==> config.mk <==
export PLATFORM = sky130hd
export DESIGN_NAME = alu_serial_seq
export DESIGN_NICKNAME = d
export VERILOG_FILES = /design/src/rtl/alu_serial_seq.sv
export SDC_FILE = /design/constraint.sdc
export NUM_CORES = 1
export LEC_CHECK = 0
export ABC_AREA = 0
export ABC_CLOCK_PERIOD_IN_PS = 4800
export CELL_PAD_IN_SITES_DETAIL_PLACEMENT = 1
export CELL_PAD_IN_SITES_GLOBAL_PLACEMENT = 1
export CORE_ASPECT_RATIO = 1.1
export CORE_MARGIN = 1.5
export CORE_UTILIZATION = 36
export DETAILED_ROUTE_END_ITERATION = 8
export MAX_ROUTING_LAYER = met4
export PLACE_DENSITY_LB_ADDON = 0.2
export SYNTH_ARGS = -nofsm -noshare
export SYNTH_HDL_FRONTEND = slang
export SYNTH_SLANG_ARGS = --single-unit
==> constraint.sdc <==
create_clock -name clk -period 4.8 [get_ports clk]
set_input_delay 1.44 -clock clk [delete_from_list [all_inputs] [get_ports clk]]
set_output_delay 1.44 -clock clk [all_outputs]
set_load 0.01 [all_outputs]
==> src/rtl/alu_serial_seq.sv <==
// Bit-serial ALU: and / or / add / set-less-than, one bit per clock, LSB first.
// A start in IDLE latches operands; WIDTH RUN cycles later the result and
// flags are valid and done pulses for one cycle in DONE.
module alu_serial_seq #(
    parameter int WIDTH = 32
) (
    input  logic             clk,
    input  logic             reset,
    input  logic             start,
    input  logic             a_invert,
    input  logic             b_invert,
    input  logic [1:0]       op,
    input  logic [WIDTH-1:0] a,
    input  logic [WIDTH-1:0] b,
    output logic             busy,
    output logic             done,
    output logic [WIDTH-1:0] result,
    output logic             zero,
    output logic             overflow,
    output logic             co
);

    localparam int IDX_W = (WIDTH > 1) ? $clog2(WIDTH) : 1;
    localparam logic [IDX_W-1:0] LAST_IDX = IDX_W'(WIDTH - 1);

    typedef enum logic [1:0] {
        S_IDLE,
        S_RUN,
        S_DONE
    } state_t;

    typedef enum logic [1:0] {
        OP_AND = 2'b00,
        OP_OR  = 2'b01,
        OP_ADD = 2'b10,
        OP_SLT = 2'b11
    } op_t;

    state_t           state;
    state_t           state_next;
    logic             accept;

    logic [WIDTH-1:0] a_lat;
    logic [WIDTH-1:0] b_lat;
    logic             a_inv_lat;
    logic             b_inv_lat;
    op_t              op_lat;

    logic             carry;
    logic [IDX_W-1:0] bit_idx;
    logic             last_bit;

    logic             ai;
    logic             bi;
    logic             sum;
    logic             carry_next;
    logic             bit_val;
    logic [WIDTH-1:0] result_next;

    // State register; reset wins over any pending transition.
    always_ff @(posedge clk) begin
        if (reset) begin
            state <= S_IDLE;
        end else begin
            state <= state_next;
        end
    end

    // Next-state decode plus busy/done/accept strobes.
    always_comb begin
        // NOTE: every signal driven here gets a default first, so no path can leave one unassigned and infer a latch.
        state_next = state;
        busy       = 1'b1;
        done       = 1'b0;
        accept     = 1'b0;
        case (state)
            S_IDLE: begin
                busy = 1'b0;
                if (start) begin
                    accept     = 1'b1;
                    state_next = S_RUN;
                end
            end
            S_RUN: begin
                if (last_bit) begin
                    state_next = S_DONE;
                end
            end
            S_DONE: begin
                done       = 1'b1;
                state_next = S_IDLE;
            end
            default: begin
                state_next = S_IDLE;
            end
        endcase
    end

    // Capture the request so later input changes cannot disturb a running op.
    always_ff @(posedge clk) begin
        // NOTE: these holding registers carry no reset; they are read only in RUN, which is entered solely through a start that loads them.
        if (accept) begin
            a_lat     <= a;
            b_lat     <= b;
            a_inv_lat <= a_invert;
            b_inv_lat <= b_invert;
            op_lat    <= op_t'(op);
        end
    end

    // One-bit full-adder slice on the current bit position.
    assign last_bit   = (bit_idx == LAST_IDX);
    assign ai         = a_lat[bit_idx] ^ a_inv_lat;
    assign bi         = b_lat[bit_idx] ^ b_inv_lat;
    assign sum        = ai ^ bi ^ carry;
    assign carry_next = (ai & bi) | (ai & carry) | (bi & carry);

    // Merge this step's result bit; slt drops the sign of the difference into bit 0 on the last step.
    always_comb begin
        bit_val     = 1'b0;
        result_next = result;
        case (op_lat)
            OP_AND:  bit_val = ai & bi;
            OP_OR:   bit_val = ai | bi;
            OP_ADD:  bit_val = sum;
            default: bit_val = 1'b0;
        endcase
        result_next[bit_idx] = bit_val;
        if (op_lat == OP_SLT && last_bit) begin
            result_next[0] = sum;
        end
    end

    // Bit-step sequencing, carry chain and final flag capture.
    always_ff @(posedge clk) begin
        // NOTE: sequential state uses non-blocking assignments so every register samples the values from before the edge.
        if (reset) begin
            carry    <= 1'b0;
            bit_idx  <= '0;
            result   <= '0;
            zero     <= 1'b0;
            overflow <= 1'b0;
            co       <= 1'b0;
        end else if (accept) begin
            carry   <= b_invert;
            bit_idx <= '0;
        end else if (state == S_RUN) begin
            carry  <= carry_next;
            result <= result_next;
            if (last_bit) begin
                bit_idx  <= '0;
                zero     <= (result_next == '0);
                co       <= carry_next;
                overflow <= (op_lat == OP_ADD) && (carry ^ carry_next);
            end else begin
                bit_idx <= bit_idx + IDX_W'(1);
            end
        end
    end

endmodule

==> results of run 1 <==
## cells in the final DEF, fill, tap and decap left out, drive strengths merged, types with 12 or more instances in the layout
cell / n
edfxtp: 68
a31oi: 31
nor2b: 16
nand2: 21
clkdlybuf4s50: 107
dfxtp: 43
nor3: 73
mux4: 16
nand2b: 12
buf: 16
a21oi: 22
nor2: 36
## synth_stat cells, types with 2 or more instances
cell type	number
nand2_1	21
mux4_2	16
nor2b_1	16
o31ai_1	7
edfxtp_1	68
a31oi_1	31
and3b_1	2
nor3_1	71
nand4_1	3
buf_1	3
nand2b_1	12
xor2_1	2
buf_4	4
a211oi_1	2
dfxtp_1	43
a21oi_1	22
nor2_1	36
inv_1	8
buf_2	11
buf_6	2
ha_1	7
or3b_1	2
nand3b_1	3
nor3b_1	3
o21ai_0	11
o2111ai_1	2
o22ai_1	2
a22oi_1	8
clkbuf_1	18
and3_1	2
nand3_1	5
## power by group
group	leakage (nW)	switching (mW)	total (mW)	internal [mW]
combinational	1.03	0.116	0.229	0.113
sequential	0.998	0.0150	1.07	1.06
clock	0.151	0.358	0.770	0.412
total	2.18	0.489	2.07	1.58
## logic make-up (layout without fill, tap and decap cells)
family	Yosys count	after routing	share of synthesized area
buffers and inverters	46	147	0.04160
muxes	17	17	0.07117
xor gates and xnor gates	3	3	0.005050
adders and majority gates	8	8	0.02068
DFF	111	111	0.5578
and+or+nand+nor	184	184	0.1825
AOI/OAI and AO/OA	95	95	0.1212
## flip-flops by register name (all words and copies together) (netlist names), 2 cells and up
name / cells
a_lat: 32
b_lat: 32
bit_idx: 5
op_lat: 2
result: 32
state: 2
## layout make-up
| cell class | instances | area share |
|---|---|---|
| tap | 188 | 0.03468 |
| sequential | 111 | 0.4280 |
| clock inverter | 7 | 0.01162 |
| inverter | 8 | 0.004427 |
| multi-input combinational | 307 | 0.3088 |
| timing repair buffer | 123 | 0.1793 |
| clock buffer | 9 | 0.03320 |
## path summary, 6_finish.rpt
path	to	startpoint	depth (start not counted)
worst min-delay path	co$_SDFFE_PP0P_	co$_SDFFE_PP0P_	2
worst max register to register	zero$_SDFFE_PP0P_	bit_idx[4]$_SDFFE_PP0P_	14
worst min register to register	co$_SDFFE_PP0P_	co$_SDFFE_PP0P_	2
worst max-delay path	zero$_SDFFE_PP0P_	bit_idx[4]$_SDFFE_PP0P_	14
## routing by layer
metal  up-vias  GRT usage
met5         -          -
met4         0    0.08967
met3        25    0.02949
met2       134     0.3639
met1      2000     0.2430
li1       1947          -
## per-stage QoR
| step | util | hold WS (ns) | power [mW] | instance area [µm²] |
|---|---|---|---|---|
| final | 0.4858 | 0.5058 | 2.072 | 6783 |
| after global routing | 0.4858 | 0.5262 | 2.148 | 6783 |
| after CTS | 0.4858 | 0.5088 | 2.093 | 6783 |
| after detailed placement | 0.4640 | 0.4804 | 1.326 | 6479 |
| after global placement | 0.4640 | 0.4811 | 1.318 | 6479 |
| after floorplan | - | 0.4927 | 1.213 | 5206 |
## worst min-delay path: cells and delay by family, from the launching register on
| kind | cells | cell delay (ns) |
|---|---|---|
| compound gates | 1 | 0.07 |
| simple gates | 1 | 0.07 |
| flops | 1 | 0.34 |
==> impl_results.rst, run 1 <==
.. list-table::
   :header-rows: 1

   * - Metric
     - Value
   * - Post-route ant nets
     - 0
   * - Unrepaired setup endpoints after global routing
     - false
   * - Status
     - completed
   * - Final net count
     - 639
   * - Area of the die
     - 15,190 µm²
   * - Worst Tran Pin Value
     - 0.8749 ns
   * - Worst setup slack after layout
     - 0.7371 ns
   * - IR Drop Worst-Case VDD
     - 194.2 µV
   * - Hold buffer count at cts
     - 0
   * - Met3 wire length
     - 545 µm
   * - Non-filler cells, final
     - 753
   * - Count of antenna diodes in the layout
     - 0
   * - Worst slack at placement
     - 0.8191 ns
   * - Proportion of netlist area held by the largest area contributor
     - 0.3924
   * - Clock root buffer
     - clkbuf_16
   * - Post-detailed-routing wire length
     - 14.91 mm
   * - Overflow left after global routing
     - 0
   * - Count of final hold-check violations
     - 0
   * - Number of warnings reported in the yosys synthesis log
     - 0
   * - CTS tree
     - done
   * - Initial antenna violation count
     - 0
   * - Cell area after technology mapping
     - 5204 µm²
   * - Worst max-slew margin expressed relative to the limit
     - 0.4168
   * - WP buf/inv
     - 2
   * - Endpoint kind of the worst setup timing path
     - flip-flop
   * - Cells traversed along the worst timing path
     - nor2b_1 -> nor2b_1 -> buf_4 -> a22oi_1 -> nand4_1 -> xnor2_1 -> fa_1 -> and2_1 -> o32ai_4 -> buf_12 -> nand3_1 -> o211ai_1 -> nor3_1 -> a32o_1
   * - Count of final setup violators
     - 0
   * - Critical Path AT
     - 4.31 ns
   * - Area used by sequential logic in the layout
     - 2903 µm²
   * - Post-detail-place hpwl
     - 10.94 mm
   * - Area occupied by multi-input gates
     - 2095 µm²
   * - Crit Path Class
     - reg2reg
   * - Post-cts sizing count
     - 0
   * - Fin Clk Skew
     - 0.008718 ns
   * - Fraction of final layout cells with drive strength greater than 1
     - 0.09735
   * - Cell mode on critical path
     - nor2b_1
   * - Syn_nets
     - 543
   * - Number of fill cells
     - 1,556
   * - Cell with the biggest individual delay on the critical path
     - dfxtp_1
   * - Critical path required time
     - 5.05 ns
   * - Iteration count of the initial detailed-routing pass
     - 4
   * - Maximum fanout along the worst path
     - 23
   * - Final count of pins violating max slew
     - 0
   * - Global-route wire length before repair
     - 23.56 mm
   * - Clock buffers created by TritonCTS
     - 9
   * - Total negative setup slack
     - 0 ns
   * - Met1 Routed Length
     - 6.472 mm
   * - Max H-tree Level
     - 3
   * - Fmax achieved
     - 246.1 MHz
   * - Most area-consuming cells after synthesis
     - edfxtp_1 (39%), dfxtp_1 (17%), mux4_2 (6.9%)
   * - Class of the most critical hold timing path
     - reg2reg
   * - Final critical delay including setup and external delays
     - 4.063 ns
   * - DRC marker count from the first detailed-route iteration
     - 246
   * - Count of pins on the block boundary
     - 108
   * - Die height
     - 129.1 µm
   * - Clk_lat worst skew
     - 0.36 ns
   * - Number of global-route vias before repair
     - 4,299
   * - Gate family responsible for the most delay along the worst path
     - compound AO/OA/AOI/OAI gates
   * - Synthesized area per cell
     - 11.21 µm²
   * - Vias after detailed routing
     - 4,106
   * - Syn-to-layout area delta
     - 30.34%
   * - Standard-cell rows
     - 45
   * - Port Buffers
     - 107
   * - Async S/R FF share, synth
     - 0
   * - Initial core utilization
     - 0.3727
   * - Number of vias per cell after detailed routing
     - 5.453
   * - Post-CTS setup buffer count
     - 0
   * - Final Cycle Share
     - 0.8464
   * - Top metal layer carrying routed signals
     - met4
   * - Fraction of the yosys area taken by sequential cells
     - 0.5578
   * - Pin count of the biggest net entering global routing
     - 72
   * - Syn Inst Count
     - 464
   * - Max-cap viol count
     - 0
   * - Post-synth top area cell
     - edfxtp_1
   * - CTS Buffer Depth
     - 2
   * - Final weighted congestion of routability-driven global placement
     - 0.9234
   * - Dominant register cell in the synthesized netlist
     - edfxtp_1
   * - Horizontal extent of the die
     - 117.6 µm
   * - Number of flops mapped to enable cells by yosys
     - 68
   * - Wire per inst
     - 19.80 µm
   * - Final routed DRC violation total
     - 0
   * - Clk pin slew, worst setup/hold paths
     - 0.07 ns
   * - Pwr Density
     - 305.5 nW/µm²
   * - Core footprint
     - 13,960 µm²
   * - Clk sinks
     - 111
   * - Slack of the worst reg-to-reg path
     - 0.74 ns
   * - Global router's overall resource usage
     - 0.2086
   * - Pleak
     - 2.180 nW
   * - Number of different library cells in the post-synthesis netlist
     - 52
   * - #FFs+latches synth
     - 111
   * - Cells after DPL
     - 737
   * - Launching element type of the critical path
     - flip-flop
   * - Largest stage delay on the critical path
     - 0.78 ns
   * - Wire length on met2
     - 7.502 mm
(Power assumes the default switching activity.)
==> run 2: changes to the inputs <==
ABC_CLOCK_PERIOD_IN_PS = 3950   (was 4800)
CORE_UTILIZATION = 40   (was 36)
clock period = 3.95 ns   (was 4.8 ns; I/O delays follow)
==> impl_results.rst, run 2 (synthesis gave the netlist of run 1 again) <==
.. list-table::
   :header-rows: 1

   * - Metric
     - Value
   * - Crit Path Class
     - reg2reg (unchanged)
   * - Final Cycle Share
     - 0.9538 (was 0.8464)
   * - Pwr Density
     - 360.4 nW/µm² (was 305.5 nW/µm²)
   * - Pleak
     - 2.239 nW (was 2.180 nW)
   * - Most frequent standard cell in the layout excluding fill and tap cells
     - clkdlybuf4s50_1 (unchanged)
   * - Core footprint
     - 12,640 µm² (was 13,960 µm²)
   * - Worst reg2reg endpoint
     - zero$_SDFFE_PP0P_ (unchanged)
   * - Count of final hold-check violations
     - 0 (unchanged)
   * - Count of antenna diodes in the layout
     - 0 (unchanged)
   * - Number of vias per cell after detailed routing
     - 5.772 (was 5.453)
   * - Final weighted congestion of routability-driven global placement
     - 0.8493 (was 0.9234)
   * - Cells after DPL
     - 709 (was 737)
   * - FF-to-FF path depth
     - 13 (was 14)
   * - Worst hold margin
     - 0.4944 ns (was 0.5058 ns)
   * - Final count of pins violating max slew
     - 0 (unchanged)
   * - Die height
     - 122.6 µm (was 129.1 µm)
   * - Count of pins on the block boundary
     - 108 (unchanged)
   * - Class of the most critical hold timing path
     - reg2reg (unchanged)
   * - Total negative setup slack
     - 0 ns (unchanged)
   * - CTS Buffer Depth
     - 2 (unchanged)
   * - Pin count of the biggest net entering global routing
     - 70 (was 72)
   * - CTS tree
     - done (unchanged)
   * - Slack of the worst reg-to-reg path
     - 0.18 ns (was 0.74 ns)
   * - DRC marker count from the first detailed-route iteration
     - 221 (was 246)
   * - R2R Path Start
     - bit_idx[0]$_SDFFE_PP0P_ (was bit_idx[4]$_SDFFE_PP0P_)
   * - Post-route cell area
     - 6898 µm² (was 6783 µm²)
   * - Part of the power in the clock network
     - 0.353 (was 0.372)
   * - Wire per inst
     - 20.81 µm (was 19.80 µm)
   * - Worst setup slack after layout
     - 0.1825 ns (was 0.7371 ns)
   * - Post-detail-place hpwl
     - 10.60 mm (was 10.94 mm)
   * - Share of power burned in combinational logic
     - 0.122 (was 0.111)
   * - Max H-tree Level
     - 3 (unchanged)
   * - Utilization after layout
     - 0.5456 (was 0.4858)
   * - Initial antenna violation count
     - 0 (unchanged)
   * - Maximum fanout along the worst path
     - 23 (unchanged)
   * - Final critical delay including setup and external delays
     - 3.767 ns (was 4.063 ns)
   * - Final routed DRC violation total
     - 0 (unchanged)
   * - Clk_lat worst skew
     - 0.36 ns (about the same)
   * - Final net count
     - 646 (was 639)
   * - Vias after detailed routing
     - 4,208 (was 4,106)
   * - Fin Clk Skew
     - 0.008492 ns (was 0.008718 ns)
   * - Worst slack at placement
     - 0.06639 ns (was 0.8191 ns)
   * - Clock root buffer
     - clkbuf_16 (unchanged)
   * - Overall Power
     - 2.486 mW (was 2.072 mW)
   * - Worst max-slew margin expressed relative to the limit
     - 0.4404 (was 0.4168)
   * - Iteration count of the initial detailed-routing pass
     - 4 (unchanged)
   * - Clock buffers created by TritonCTS
     - 9 (unchanged)
   * - Commonest cells after routing, fill and taps aside
     - clkdlybuf4s50_1 (107), nor3_1 (71), edfxtp_1 (68), dfxtp_1 (41), nor2_1 (35) (was clkdlybuf4s50_1 (107), nor3_1 (71), edfxtp_1 (68), dfxtp_1 (43), nor2_1 (35))
   * - Area of the die
     - 13,700 µm² (was 15,190 µm²)
   * - Port Buffers
     - 107 (unchanged)
   * - Sequential fraction of design power
     - 0.525 (was 0.518)
   * - Standard-cell rows
     - 43 (was 45)
   * - Cell-internal power
     - 1.873 mW (was 1.583 mW)
   * - Number of fill cells
     - 1,341 (was 1,556)
   * - Syn-to-layout area delta
     - 32.56% (was 30.34%)
   * - Clk sinks
     - 111 (unchanged)
   * - Net switching power of the design
     - 0.6124 mW (was 0.4894 mW)
   * - Worst hold path stage count
     - 2 (unchanged)
   * - Endpoint kind of the worst setup timing path
     - flip-flop (unchanged)
   * - Horizontal extent of the die
     - 111.8 µm (was 117.6 µm)
   * - Critical Path AT
     - 4.02 ns (was 4.31 ns)
   * - Critical path required time
     - 4.20 ns (was 5.05 ns)
   * - Launching element type of the critical path
     - flip-flop (unchanged)
   * - End point of the worst hold path
     - result[0]$_SDFFE_PP0P_ (was co$_SDFFE_PP0P_)
   * - Regs by FF count
     - a_lat: 32 flops, b_lat: 32 flops, result: 32 flops (unchanged)
   * - Status
     - completed (unchanged)
   * - Count of final setup violators
     - 0 (unchanged)
   * - Area after DPL
     - 6475 µm² (was 6479 µm²)
   * - Max-cap viol count
     - 0 (unchanged)
   * - IR Drop Worst-Case VDD
     - 283.5 µV (was 194.2 µV)
   * - Global router's overall resource usage
     - 0.2328 (was 0.2086)
   * - Initial core utilization
     - 0.4116 (was 0.3727)
   * - Clk pin slew, worst setup/hold paths
     - 0.08 ns (was 0.07 ns)
   * - Post-detailed-routing wire length
     - 15.17 mm (was 14.91 mm)
   * - Worst Tran Pin Value
     - 0.8394 ns (was 0.8749 ns)
   * - Switching share of total power
     - 0.2464 (was 0.2361)
   * - Fraction of final layout cells with drive strength greater than 1
     - 0.1224 (was 0.09735)
   * - Fmax achieved
     - 265.4 MHz (was 246.1 MHz)
   * - Overflow left after global routing
     - 0 (unchanged)
   * - Number of global-route vias before repair
     - 4,459 (was 4,299)
   * - Non-filler cells, final
     - 729 (was 753)
   * - Global-route wire length before repair
     - 23.75 mm (was 23.56 mm)
   * - Hold wc startpoint
     - result[0]$_SDFFE_PP0P_ (was co$_SDFFE_PP0P_)
   * - Post-route ant nets
     - 0 (unchanged)
[run 2: cell types whose count changed in the layout (fill, tap and decap cells not counted), moves of 2 or more]
cell / previous run / this run
buf_4: 14 / 16
dfxtp_1: 43 / 41
buf_12: 2 / 5
o31ai_4: 0 / 2
clkbuf_1: 0 / 2
o31ai_1: 7 / 4
dfxtp_2: 0 / 2
[run 2: layer usage]
layer,track usage,wire [µm],vias to the layer above
li1,-,-,1963
met1,0.2830,6360,2083
met2,0.3906,7741,132
met3,0.02667,637,30
met4,0.1116,427,0
met5,-,0,-
[run 2: timing repair]
action / in CTS / in global routing
resized for setup: 0 / 16
endpoints found under the setup margin: 0 / 2
hold buffers: 0 / 0
setup buffers: 0 / 3
[run 2: worst max-delay path, stage by stage, from the launching register on]
cell and delay, ns:
dfxtp_2 0.37, buf_6 0.15, mux4_2 0.50, a22oi_1 0.32
nand4_1 0.19, xnor2_2 0.25, fa_1 0.47, and2_1 0.20
o32ai_4 0.31, buf_12 0.22, nor3_1 0.07, o2111ai_1 0.32
a2111oi_4 0.06, a32o_1 0.23
[run 2: how the worst max path moves through the flow]
stage,start,endpoint,slack (ns),depth (start not counted)
global route,bit_idx[0]$_SDFFE_PP0P_,zero$_SDFFE_PP0P_,-0.05,13
finish,bit_idx[0]$_SDFFE_PP0P_,zero$_SDFFE_PP0P_,0.18,13
global placement,bit_idx[0]$_SDFFE_PP0P_,zero$_SDFFE_PP0P_,0.23,14
CTS,bit_idx[0]$_SDFFE_PP0P_,zero$_SDFFE_PP0P_,0.05,14
detailed placement,bit_idx[0]$_SDFFE_PP0P_,zero$_SDFFE_PP0P_,0.07,14
floorplan,bit_idx[0]$_SDFFE_PP0P_,zero$_SDFFE_PP0P_,0.23,14
[run 2: final cells by class]
type                       count  area, µm²  area share
clock inverter                 5      41.29    0.005986
sequential                   111       2905      0.4212
clock buffer                  11      232.7     0.03374
timing repair buffer         130       1328      0.1925
multi-input combinational    307       2165      0.3138
tap                          157      196.4     0.02848
inverter                       8      30.03    0.004353
[run 2: power by group through the flow]
stage               clock, mW  combinational, mW  sequential [mW]
finish                  0.878              0.303             1.30
global route            0.936              0.327             1.31
CTS                     0.896              0.279             1.30
detailed placement          0              0.278             1.33
global placement            0              0.268             1.33
floorplan                   0              0.150             1.32
